[src/rtl/imem_loader_if.sv]
// Byte-stream input and instruction-memory write port of imem_loader.
// slave : the loader (consumes the stream, drives the memory write port).
// master: the stream source / memory side.
interface imem_loader_if;
    logic [7:0]  in_data;
    logic        in_valid;
    logic        in_ready;
    logic        mem_we;
    logic [31:0] mem_addr;
    logic [31:0] mem_wdata;

    modport master (
        output in_data, in_valid,
        input  in_ready, mem_we, mem_addr, mem_wdata
    );

    modport slave (
        input  in_data, in_valid,
        output in_ready, mem_we, mem_addr, mem_wdata
    );
endinterface

[src/rtl/imem_loader.sv]
// imem_loader: receives a length-prefixed byte stream and writes little-endian
// 32-bit words into instruction memory at consecutive word addresses, holding
// the core in reset while loading.
// Stream format: len[7:0], len[15:8] (word count), then 4*len data bytes.
// Optional macro IMEM_LOADER_CHECKSUM_EN appends one checksum byte (XOR of the
// length and data bytes); a mismatch sets err until the next start or reset.
//
// state   | meaning
// --------+----------------------------------------------------
// IDLE    | waiting for start, core released from reset
// LEN_LO  | accepting low byte of the word count
// LEN_HI  | accepting high byte of the word count
// DATA    | accepting the four bytes of the current word
// WRITE   | one-cycle memory write of the assembled word
// CSUM    | accepting the checksum byte (checksum build only)
// DONE    | one-cycle completion pulse
module imem_loader #(
    parameter int          ADDR_W    = 10,
    parameter logic [31:0] BASE_ADDR = 32'h0000_0000
) (
    input  logic          clk,
    input  logic          rst,
    input  logic          start,
    imem_loader_if.slave  bus,
    output logic          busy,
    output logic          done,
    output logic          cpu_rst,
    output logic          err
);

    typedef enum logic [2:0] {
        S_IDLE   = 3'd0,
        S_LEN_LO = 3'd1,
        S_LEN_HI = 3'd2,
        S_DATA   = 3'd3,
        S_WRITE  = 3'd4,
`ifdef IMEM_LOADER_CHECKSUM_EN
        S_CSUM   = 3'd5,
`endif
        S_DONE   = 3'd6
    } state_t;

    // State entered once the last word is written (or for an empty load).
`ifdef IMEM_LOADER_CHECKSUM_EN
    localparam state_t S_TAIL = S_CSUM;
`else
    localparam state_t S_TAIL = S_DONE;
`endif

    state_t            state, state_next;
    logic              ready;
    logic              xfer;
    logic [ADDR_W-1:0] index;
    logic [1:0]        byte_cnt;
    logic [15:0]       remaining;
    logic [7:0]        len_lo;
    logic [31:0]       asm_word;
    logic [31:0]       addr_q;
    logic [31:0]       wdata_q;
    logic              cpu_rst_q;
`ifdef IMEM_LOADER_CHECKSUM_EN
    logic [7:0]        xsum;
    logic              err_q;
`endif

    assign xfer = bus.in_valid && ready;

    // State register.
    always_ff @(posedge clk or negedge rst) begin
        if (!rst) state <= S_IDLE;
        else      state <= state_next;
    end

    // Next-state logic.
    always_comb begin
        state_next = state;
        case (state)
            S_IDLE:   if (start) state_next = S_LEN_LO;
            S_LEN_LO: if (xfer)  state_next = S_LEN_HI;
            S_LEN_HI: begin
                if (xfer) begin
                    if ({bus.in_data, len_lo} == 16'd0) state_next = S_TAIL;
                    else                                state_next = S_DATA;
                end
            end
            S_DATA:   if (xfer && byte_cnt == 2'd3) state_next = S_WRITE;
            S_WRITE: begin
                if (remaining == 16'd1) state_next = S_TAIL;
                else                    state_next = S_DATA;
            end
`ifdef IMEM_LOADER_CHECKSUM_EN
            S_CSUM:   if (xfer) state_next = S_DONE;
`endif
            S_DONE:   state_next = S_IDLE;
            default:  state_next = S_IDLE;
        endcase
    end

    // Outputs decoded from the current state.
    always_comb begin
        ready  = 1'b0;
        busy   = 1'b1;
        done   = 1'b0;
        case (state)
            S_IDLE:   busy  = 1'b0;
            S_LEN_LO: ready = 1'b1;
            S_LEN_HI: ready = 1'b1;
            S_DATA:   ready = 1'b1;
`ifdef IMEM_LOADER_CHECKSUM_EN
            S_CSUM:   ready = 1'b1;
`endif
            S_DONE:   done  = 1'b1;
            default:  ;
        endcase
    end

    assign bus.in_ready  = ready;
    assign bus.mem_we    = (state == S_WRITE);
    assign bus.mem_addr  = addr_q;
    assign bus.mem_wdata = wdata_q;
    assign cpu_rst       = cpu_rst_q;
`ifdef IMEM_LOADER_CHECKSUM_EN
    assign err           = err_q;
`else
    assign err           = 1'b0;
`endif

    // Datapath: length capture, word assembly, write address/data, core reset.
    always_ff @(posedge clk or negedge rst) begin
        if (!rst) begin
            index     <= '0;
            byte_cnt  <= 2'd0;
            remaining <= 16'd0;
            len_lo    <= 8'd0;
            asm_word  <= 32'd0;
            addr_q    <= BASE_ADDR;
            wdata_q   <= 32'd0;
            cpu_rst_q <= 1'b0;
`ifdef IMEM_LOADER_CHECKSUM_EN
            xsum      <= 8'd0;
            err_q     <= 1'b0;
`endif
        end else begin
            // Core leaves reset only once the loader is back in IDLE.
            cpu_rst_q <= (state_next == S_IDLE);
            case (state)
                S_IDLE: begin
                    if (start) begin
                        index    <= '0;
                        byte_cnt <= 2'd0;
`ifdef IMEM_LOADER_CHECKSUM_EN
                        xsum     <= 8'd0;
                        err_q    <= 1'b0;
`endif
                    end
                end
                S_LEN_LO: begin
                    if (xfer) begin
                        len_lo <= bus.in_data;
`ifdef IMEM_LOADER_CHECKSUM_EN
                        xsum   <= xsum ^ bus.in_data;
`endif
                    end
                end
                S_LEN_HI: begin
                    if (xfer) begin
                        remaining <= {bus.in_data, len_lo};
`ifdef IMEM_LOADER_CHECKSUM_EN
                        xsum      <= xsum ^ bus.in_data;
`endif
                    end
                end
                S_DATA: begin
                    if (xfer) begin
                        asm_word[{byte_cnt, 3'b000} +: 8] <= bus.in_data;
                        byte_cnt <= byte_cnt + 2'd1;
`ifdef IMEM_LOADER_CHECKSUM_EN
                        xsum     <= xsum ^ bus.in_data;
`endif
                        // Latch the write port on the last byte so it is
                        // stable for the whole WRITE cycle and after.
                        if (byte_cnt == 2'd3) begin
                            wdata_q <= {bus.in_data, asm_word[23:0]};
                            addr_q  <= BASE_ADDR + (32'(index) << 2);
                        end
                    end
                end
                S_WRITE: begin
                    index     <= index + 1'b1;
                    remaining <= remaining - 16'd1;
                end
`ifdef IMEM_LOADER_CHECKSUM_EN
                S_CSUM: begin
                    if (xfer) err_q <= (xsum != bus.in_data);
                end
`endif
                default: ;
            endcase
        end
    end

endmodule

[src/flat_wrapper.sv]
// flat-port wrapper written by rule: the top's interface ports become plain ports
module imem_loader_flat 
#(
    parameter int          ADDR_W    = 10,
    parameter logic [31:0] BASE_ADDR = 32'h0000_0000
)
  (clk, rst, start, busy, done, cpu_rst, err, bus_in_data, bus_in_valid, bus_in_ready, bus_mem_we, bus_mem_addr, bus_mem_wdata);
  imem_loader_if bus_i ();
  input  logic clk;
  input  logic rst;
  input  logic start;
  output logic busy;
  output logic done;
  output logic cpu_rst;
  output logic err;
  input wire logic [$bits(bus_i.in_data)-1:0] bus_in_data;
  input wire logic [$bits(bus_i.in_valid)-1:0] bus_in_valid;
  output wire logic [$bits(bus_i.in_ready)-1:0] bus_in_ready;
  output wire logic [$bits(bus_i.mem_we)-1:0] bus_mem_we;
  output wire logic [$bits(bus_i.mem_addr)-1:0] bus_mem_addr;
  output wire logic [$bits(bus_i.mem_wdata)-1:0] bus_mem_wdata;
  assign bus_i.in_data = bus_in_data;
  assign bus_i.in_valid = bus_in_valid;
  assign bus_in_ready = bus_i.in_ready;
  assign bus_mem_we = bus_i.mem_we;
  assign bus_mem_addr = bus_i.mem_addr;
  assign bus_mem_wdata = bus_i.mem_wdata;
  imem_loader #(.ADDR_W(ADDR_W), .BASE_ADDR(BASE_ADDR)) u_core (.clk(clk), .rst(rst), .start(start), .bus(bus_i), .busy(busy), .done(done), .cpu_rst(cpu_rst), .err(err));
endmodule
[config.mk]
export PLATFORM = sky130hd
export DESIGN_NAME = imem_loader_flat
export DESIGN_NICKNAME = d
export VERILOG_FILES = /design/src/rtl/imem_loader_if.sv /design/src/rtl/imem_loader.sv /design/src/flat_wrapper.sv
export SDC_FILE = /design/constraint.sdc
export NUM_CORES = 1
export LEC_CHECK = 0
export ABC_AREA = 1
export BUFFER_PORTS_ARGS = -buffer_cell sky130_fd_sc_hd__buf_2
export CELL_PAD_IN_SITES_DETAIL_PLACEMENT = 2
export CELL_PAD_IN_SITES_GLOBAL_PLACEMENT = 2
export CORE_MARGIN = 2
export CORE_UTILIZATION = 37
export CTS_CLUSTER_SIZE = 14
export DETAILED_ROUTE_END_ITERATION = 8
export PLACE_DENSITY_LB_ADDON = 0.1
export SYNTH_ARGS = -nofsm -noshare
export SYNTH_HDL_FRONTEND = slang
export SYNTH_SLANG_ARGS = --single-unit
[constraint.sdc]
create_clock -name clk -period 4.1 [get_ports clk]
set_clock_uncertainty 0.2 [all_clocks]
set_input_delay 0.205 -clock clk [delete_from_list [all_inputs] [get_ports clk]]
set_output_delay 0.205 -clock clk [all_outputs]
set_load 0.03 [all_outputs]
-- After elaboration in Yosys (flattened, before gate mapping)
Index checks and enable logic that the tools add are counted.
- $add $sub $neg: 4
- equality and inequality tests: 10
- shifts and indexed selects: 2
- mux-type cells: 18
- reduce and logical (&&, ||, !) cells: 15
- operators with widths (cell ; number):
    $bwmux 32 ; 1
    $pmux 16 s2 ; 1
    $shift 8x7->32 const A ; 1
    $shiftx 8x7->32 ; 1
    $pmux 10 s2 ; 1
    $mux 3 ; 6
    $eq 16x1->1 const B ; 1
    $logic_not 16->1 ; 1
    $mux 16 ; 1
    $sub 16x1->16 const B ; 1
    $pmux 3 s5 ; 1
    $add 10x1->10 const B ; 1
    $mux 10 ; 1
    $reduce_and 2->1 ; 4
    $neg 5->7 ; 1
    $eq 3x2->1 const B ; 2
    $eq 3x3->1 const B ; 2
    $logic_not 3->1 ; 2
    $reduce_and 3->1 ; 2
    $reduce_bool 2->1 ; 3
    $mux 2 ; 2
    $ne 2x1->1 const B ; 2
    $pmux 2 s2 ; 1
    $eq 3x1->1 const B ; 1
    6 further kinds ; 9
- register bits after elaboration: 114
- input bits: 12
- logic and storage cells: 58

-- Logic depth before layout (Yosys ltp)
Gate-level depths: netlist of the first run.
- word-level depth: 8
- gate-level depth with buffers: 11
- depth with buffers taken out: 11

-- Worst setup path before layout of the first run
No wires, ideal clock.
- path kind: flip-flop to flip-flop
- from: register u_core.byte_cnt[0]
- to: register u_core.asm_word[20]
- library setup time: 83 ps
- arrival: 1457 ps
- required time: 3817 ps
- setup slack: 2360 ps
- cell stages (with the launch flop): 7
- path buffers: 2
- path through: dfrtp_1 inv_1 ha_1 clkbuf_1 clkbuf_1 nand4_1 o21ai_0
- longest elaborated chain between the ends: 3
- elaborated cells between the ends (all ways): 4
- RTL lines (element ; RTL line ; source):
    start: declaration ; imem_loader.sv:54 ; logic [1:0] byte_cnt;
    start signal: assignment ; imem_loader.sv:176 ; byte_cnt <= byte_cnt + 2'd1;
    $neg 5->7 (*) ; imem_loader.sv:175 ; asm_word[{byte_cnt, 3'b000} +: 8] <= bus.in_data;
    $shiftx 8x7->32 or $shift 8x7->32 (tied branches) ; imem_loader.sv:175 ;
    $bwmux 32 (*) ; imem_loader.sv:175 ;
    end signal: indexed assignment ; imem_loader.sv:175 ;
    end: declaration ; imem_loader.sv:57 ; logic [31:0] asm_word;
Every way passes the cells marked *; elsewhere a longest branch is shown, timed or not.
A chain may end at the register's enable or synchronous reset.

-- Worst setup path after layout of the first run
- from: register u_core.state[1]
- to: output port bus_mem_we
- longest elaborated chain between the ends: 1
- RTL lines (element ; RTL line ; source):
    start: declaration ; imem_loader.sv:50 ; state_t state, state_next;
    start signal: assignment ; imem_loader.sv:71 ; else state <= state_next;
    $eq 3x3->1 ; imem_loader.sv:118 ; assign bus.mem_we = (state == S_WRITE);
    end: declaration ; flat_wrapper.sv:19 ; output wire logic [$bits(bus_i.mem_we)-1:0] bus_mem_we;
Every way passes these cells.

==> flow_metrics.env, run 1 <==
export IMPL_yosys_warnings=0
export IMPL_ctsHoldBuffers=5
export IMPL_grt_pass1_wl_mm=24.6
export IMPL_post_cts_setup_buffers=0
export IMPL_port_buffers=58
export IMPL_drtIter0Drc=164
export IMPL_dpl_hpwl_mm=10.6
export IMPL_placedCellCount=825
export IMPL_die_h_um=122
export IMPL_area_growth_pct=12.8
export IMPL_crit_required_ns=3.69
export IMPL_cts_sinks=106
export IMPL_p_comb_frac=0.373
export IMPL_cts_resized=0
export IMPL_placementRows=43
export IMPL_initial_core_util=0.377
export IMPL_seqPwrFrac=0.400
export IMPL_insertedDiodeCount=0
export IMPL_slew_headroom=0.343
export IMPL_antenna_found_initial=0
export IMPL_path_clk_slew_ns=0.08
export IMPL_wl_per_cell_um=17.5
export IMPL_grt_util_all_layers=0.213
export IMPL_crit_arrival_ns=2.03
export IMPL_synth_area_leaders="dfrtp_1 51%, nand2_1 10%, o21ai_0 5.1%"
export IMPL_synth_avg_cell_area_sq_um=8.58
export IMPL_vias=4255
export IMPL_rsz0062_at_grt="no"
export IMPL_final_cell_mix="139 x nand2_1, 106 x dfrtp_1, 63 x inv_1"
export IMPL_cap_violations=0
export IMPL_grt_ovfl_total=0
export IMPL_cpMaxStageDelayCell="dfrtp_1"
export IMPL_crit_fanout=28
export IMPL_grt_pass1_vias=4588
export IMPL_dr_pass1_iters=4
export IMPL_layout_cells_non_filler=846
export IMPL_wl_mm=14.8
export IMPL_hp_class="in -> reg"
export IMPL_cts_tree="done"
export IMPL_period_share=0.594
export IMPL_detail_route_antenna_nets=0
export IMPL_critPathKind="reg -> out"
export IMPL_die_x_um=122
export IMPL_cts_max_level=3
export IMPL_drv_slew=0
export IMPL_ys_seq_area_frac=0.511
export IMPL_core_sq_mm=0.0138
export IMPL_cts_root_buffer="clkbuf_16"
export IMPL_die_area_sq_mm=0.0150
export IMPL_max_freq_mhz=410
export IMPL_setup_viol=0
export IMPL_sw_frac_of_total=0.430
export IMPL_p_leak_nw=2.91
export IMPL_setup_worst_path_start_class="register"
export IMPL_io_pins=82
export IMPL_nets=681
export IMPL_end_kind="output port"
export IMPL_setup_tns_ns=0
export IMPL_cts_buffer_depth=2
export IMPL_syn_cell_area_sq_mm=0.00519
export IMPL_netlist_cell_type_count=31
export IMPL_gp_congestion=0.767
export IMPL_power_net_switching_mw=1.81
export IMPL_clk_latency_ns=0.36
export IMPL_p_int_mw=2.41
export IMPL_p_per_area_mw_per_mm2=720
export IMPL_finalHoldViolations=0
export IMPL_path_cells="nor2_1, nand2_2, inv_4, buf_2"
export IMPL_syn_instance_count=605
export IMPL_layout_drive_gt1_share=0.168
export IMPL_clkPwrFrac=0.226
export IMPL_fin_crit_ns=2.44
export IMPL_critPathMaxStageDelay_ns=0.42
export IMPL_final_common_cell="nand2_1"
export IMPL_viasPerCell=5.03
export IMPL_netlist_area_leader_share=0.511
export IMPL_synth_seq_cells=106
export IMPL_yosys_area_top_type="dfrtp_1"
export IMPL_ir_worst_vdd_v=0.000295
export IMPL_drc_errors=0
export IMPL_tightest_slew_ns=0.985
export IMPL_status="completed"
export IMPL_grt_max_degree=85
export IMPL_cts_buffers=9
-- final cells by class --
class	count	area (sq um)
inverters	67	254
multi-input cells	412	2050
fillers	1633	7920
flip-flops and latches	106	2650
repair buffers	65	358
clock buffers	10	229
clock inverters	6	87.6
well taps	180	225
-- worst paths after layout --
path                                              start                       to  slack (ns)  depth (start not counted)
min in group asynchronous                           rst     u_core.remaining[13]        0.25                          2
worst min register to register  u_core.bus.mem_wdata[4]  u_core.bus.mem_wdata[4]        0.28                          2
max in group asynchronous                           rst          u_core.index[1]        2.55                          3
worst max register to register          u_core.state[1]      u_core.remaining[9]        1.92                          6
worst max-delay path                    u_core.state[1]               bus_mem_we        1.66                          4
worst min-delay path                     bus_in_data[0]       u_core.asm_word[8]        0.01                          3
-- power by group through the flow --
stage               sequential [mW]  clock (mW)  combinational (mW)
finish                         1.69       0.955                1.58
detailed placement             1.70           0                1.57
CTS                            1.69       0.978                1.60
global route                   1.74        1.02                1.77
global placement               1.68           0                1.50
floorplan                      1.90           0               0.885
-- sequential cells by signal, indices dropped and copies added (netlist names) --
name and count:
u_core.bus.mem_wdata 32, u_core.byte_cnt 2, u_core.index 10, u_core.state 3, u_core.bus.mem_addr 10, u_core.remaining 16
u_core.cpu_rst 1, u_core.asm_word 24, u_core.len_lo 8
-- kinds of logic after synthesis --
group | synth area share
buf+inv | 0.111
compound gates | 0.124
xor+xnor | 0.00337
other cells | 0.000722
fa+ha+maj | 0.0193
flops | 0.511
simple gates | 0.231
-- metrics by stage --
step | utilization | area, sq um | power, mW | setup WS, ns | hold WS (ns)
2_1_floorplan | - | 5270 | 2.78 | 2.36 | -0.291
3_3_place_gp | 0.399 | 5490 | 3.18 | 2.02 | 0.127
3_5_place_dp | 0.399 | 5490 | 3.28 | 1.92 | 0.132
4_1_cts | 0.425 | 5860 | 4.27 | 1.61 | 0.00398
5_1_grt | 0.425 | 5860 | 4.53 | 1.54 | 0.0139
6_report | 0.425 | 5860 | 4.22 | 1.66 | 0.0105
-- critical path, delay by kind of cell (launching register included) --
kind | cells | cell delay [ns]
flip-flops | 1 | 0.42
buffers and inverters | 2 | 0.63
AND/OR/NAND/NOR | 2 | 0.62
-- cells in the mapped netlist (all sizes together) --
library cell	number
a21oi	5
a31oi	1
buf	37
clkbuf	5
conb	1
dfrtp	106
ha	8
inv	67
nand2	142
nand3	40
nand3b	3
nand4	18
nor2	59
nor2b	1
nor3	8
o211ai	2
o21ai	93
o22ai	7
xor2	2
-- metal layers --
layer	vias to the layer above	routed length (um)	global-route usage
met5	-	0	0
met4	0	203	0.0639
met3	16	383	0.0349
met2	64	7120	0.346
met1	2153	7110	0.294
li1	2022	-	-
Power figures use the tool's default switching activity.
==> run 2, diff against run 1 <==
--- a/config.mk
+++ b/config.mk
@@ -10,7 +10,7 @@
 export CELL_PAD_IN_SITES_DETAIL_PLACEMENT = 2
 export CELL_PAD_IN_SITES_GLOBAL_PLACEMENT = 2
 export CORE_MARGIN = 2
-export CORE_UTILIZATION = 37
+export CORE_UTILIZATION = 34
 export CTS_CLUSTER_SIZE = 14
 export DETAILED_ROUTE_END_ITERATION = 8
 export PLACE_DENSITY_LB_ADDON = 0.1
==> constraint.sdc (replaced) <==
create_clock -name clk -period 2.5 [get_ports clk]
set_clock_uncertainty 0.2 [all_clocks]
set_input_delay 0.125 -clock clk [delete_from_list [all_inputs] [get_ports clk]]
set_output_delay 0.125 -clock clk [all_outputs]
set_load 0.03 [all_outputs]
==> run 2 against run 1 <==
  * Worst setup slack got worse by 1.4 ns
  * Total power rose by 62%
  * Register-to-register slack got worse by 1.5 ns
  * Clock-buffer cell count fell by 1
  * Core utilization fell by 2.9 points
  * Combinational power rose by 63%
  * Via count rose by 0.21%
  * Critical path depth did not move
  * Critical path type unchanged
  * Largest cell class unchanged
  * Highest routed layer unchanged
==> flow_metrics.env, run 2 (synthesis results as in run 1) <==
export IMPL_status="completed"
export IMPL_timing_critical_path_depth=4
export IMPL_grt_util_all_layers=0.196
export IMPL_setup_viol=0
export IMPL_cts_root_buffer="clkbuf_16"
export IMPL_vias=4264
export IMPL_cts_sinks=106
export IMPL_wl_mm=14.8
export IMPL_p_per_area_mw_per_mm2=1140
export IMPL_rrSetupSlack_ns=0.42
export IMPL_cts_buffers=9
export IMPL_ir_worst_vdd_v=0.000453
export IMPL_max_freq_mhz=439
export IMPL_hp_class="in -> reg"
export IMPL_r2r_start="u_core.state[1]"
export IMPL_grt_pass1_vias=4649
export IMPL_rsz0062_at_grt="no"
export IMPL_slew_headroom=0.606
export IMPL_cap_violations=0
export IMPL_setup_worst_path_start_class="register"
export IMPL_antenna_found_initial=0
export IMPL_dpl_hpwl_mm=10.8
export IMPL_fin_crit_ns=2.28
export IMPL_die_x_um=128
export IMPL_final_cell_mix="139 x nand2_1, 106 x dfrtp_1, 63 x inv_1"
export IMPL_nets=689
export IMPL_finalHoldViolations=0
export IMPL_cts_resized=0
export IMPL_initial_core_util=0.345
export IMPL_path_clk_slew_ns=0.07
export IMPL_holdWs_ns=0.0291
export IMPL_grt_max_degree=42
export IMPL_end_kind="output port"
export IMPL_endpoint="bus_mem_we"
export IMPL_detail_route_antenna_nets=0
export IMPL_multi_input_area_sq_mm=0.00205
export IMPL_rr_endpoint="u_core.remaining[9]"
export IMPL_insertedDiodeCount=0
export IMPL_crit_arrival_ns=1.95
export IMPL_clk_latency_ns=0.36
export IMPL_regArea_sq_mm=0.00265
export IMPL_dr_pass1_iters=4
export IMPL_wl_per_cell_um=17.2
export IMPL_port_buffers=58
export IMPL_nFillCells=1695
export IMPL_viasPerCell=4.95
export IMPL_largest_reg_flops=32
export IMPL_crit_family="buffers and inverters"
export IMPL_setup_tns_ns=0
export IMPL_core_sq_mm=0.0150
export IMPL_cts_max_level=3
export IMPL_layout_drive_gt1_share=0.174
export IMPL_cts_tree="done"
export IMPL_critPathKind="reg -> out"
export IMPL_cpMaxStageDelayCell="dfrtp_1"
export IMPL_placementRows=45
export IMPL_critPathMaxStageDelay_ns=0.42
export IMPL_tightest_slew_ns=0.589
export IMPL_path_cells="nor2_1, nand2_2, inv_4, buf_2"
export IMPL_p_leak_nw=2.95
export IMPL_drc_errors=0
export IMPL_drtIter0Drc=161
export IMPL_crit_fanout=28
export IMPL_die_area_sq_mm=0.0163
export IMPL_path_buf_inv=2
export IMPL_io_pins=82
export IMPL_die_h_um=128
export IMPL_area_growth_pct=14.8
export IMPL_period_share=0.912
export IMPL_grt_pass1_wl_mm=24.9
export IMPL_final_util=0.396
export IMPL_cts_buffer_depth=2
export IMPL_drv_slew=0
export IMPL_worstSetupStartpoint="u_core.state[1]"
export IMPL_final_common_cell="nand2_1"
export IMPL_grt_ovfl_total=0
export IMPL_gp_congestion=0.776
export IMPL_ff2ff_path_depth=6
export IMPL_crit_required_ns=2.17
-- run 2: metrics by stage --
| stage | instances | worst slack, ns | total power, mW | cell area [sq um] |
|---|---|---|---|---|
| CTS | 862 | 0.158 | 6.95 | 5960 |
| detailed placement | 837 | 0.378 | 5.39 | 5570 |
| global route | 862 | 0.0801 | 7.37 | 5960 |
| global placement | 837 | 0.516 | 5.25 | 5570 |
| floorplan | 627 | 0.760 | 4.57 | 5270 |
| finish | 862 | 0.221 | 6.82 | 5960 |
-- run 2: layout make-up --
cell class | count | area share
Clock inverter | 7 | 0.0128
Multi-Input combinational cell | 412 | 0.344
Inverter | 67 | 0.0426
Clock buffer | 9 | 0.0378
Timing Repair Buffer | 73 | 0.0781
Tap cell | 188 | 0.0395
Sequential cell | 106 | 0.445
-- run 2: worst reg2reg max path: stages, from the launching register on --
cell and delay, ns:
dfrtp_1 0.42, nor2_1 0.27, nand2_2 0.28, inv_4 0.35, nor2_4 0.14, inv_1 0.19
o21ai_0 0.11
-- run 2: timing repair --
action / in CTS / in global routing
buffers inserted: 0 / 0
hold buffers: 9 / 0
endpoints found under the hold margin: 66 / 0
-- run 2: worst min-delay path by stage --
stage                     cells after the start          from                    to
after CTS                                     6  bus_in_valid       u_core.state[1]
after global placement                        1           rst  u_core.remaining[15]
after detailed placement                      1           rst  u_core.remaining[15]
final                                         6  bus_in_valid       u_core.state[1]
after global routing                          4  bus_in_valid    u_core.byte_cnt[1]
after floorplan                               0           rst    u_core.asm_word[0]
-- run 2: power breakdown --
| part | leakage, nW | internal (mW) | switching, mW | total [mW] |
|---|---|---|---|---|
| sequential | 1.38 | 2.34 | 0.421 | 2.76 |
| combinational | 1.42 | 0.745 | 1.83 | 2.58 |
| clock | 0.148 | 0.787 | 0.697 | 1.48 |
-- run 2: metal layers --
metal / part of all wire / GRT usage / wire length [um]
met5: 0 / 0 / 0
met4: 0.016 / 0.0646 / 233
met3: 0.024 / 0.0314 / 362
met2: 0.47 / 0.313 / 7010
met1: 0.49 / 0.274 / 7180
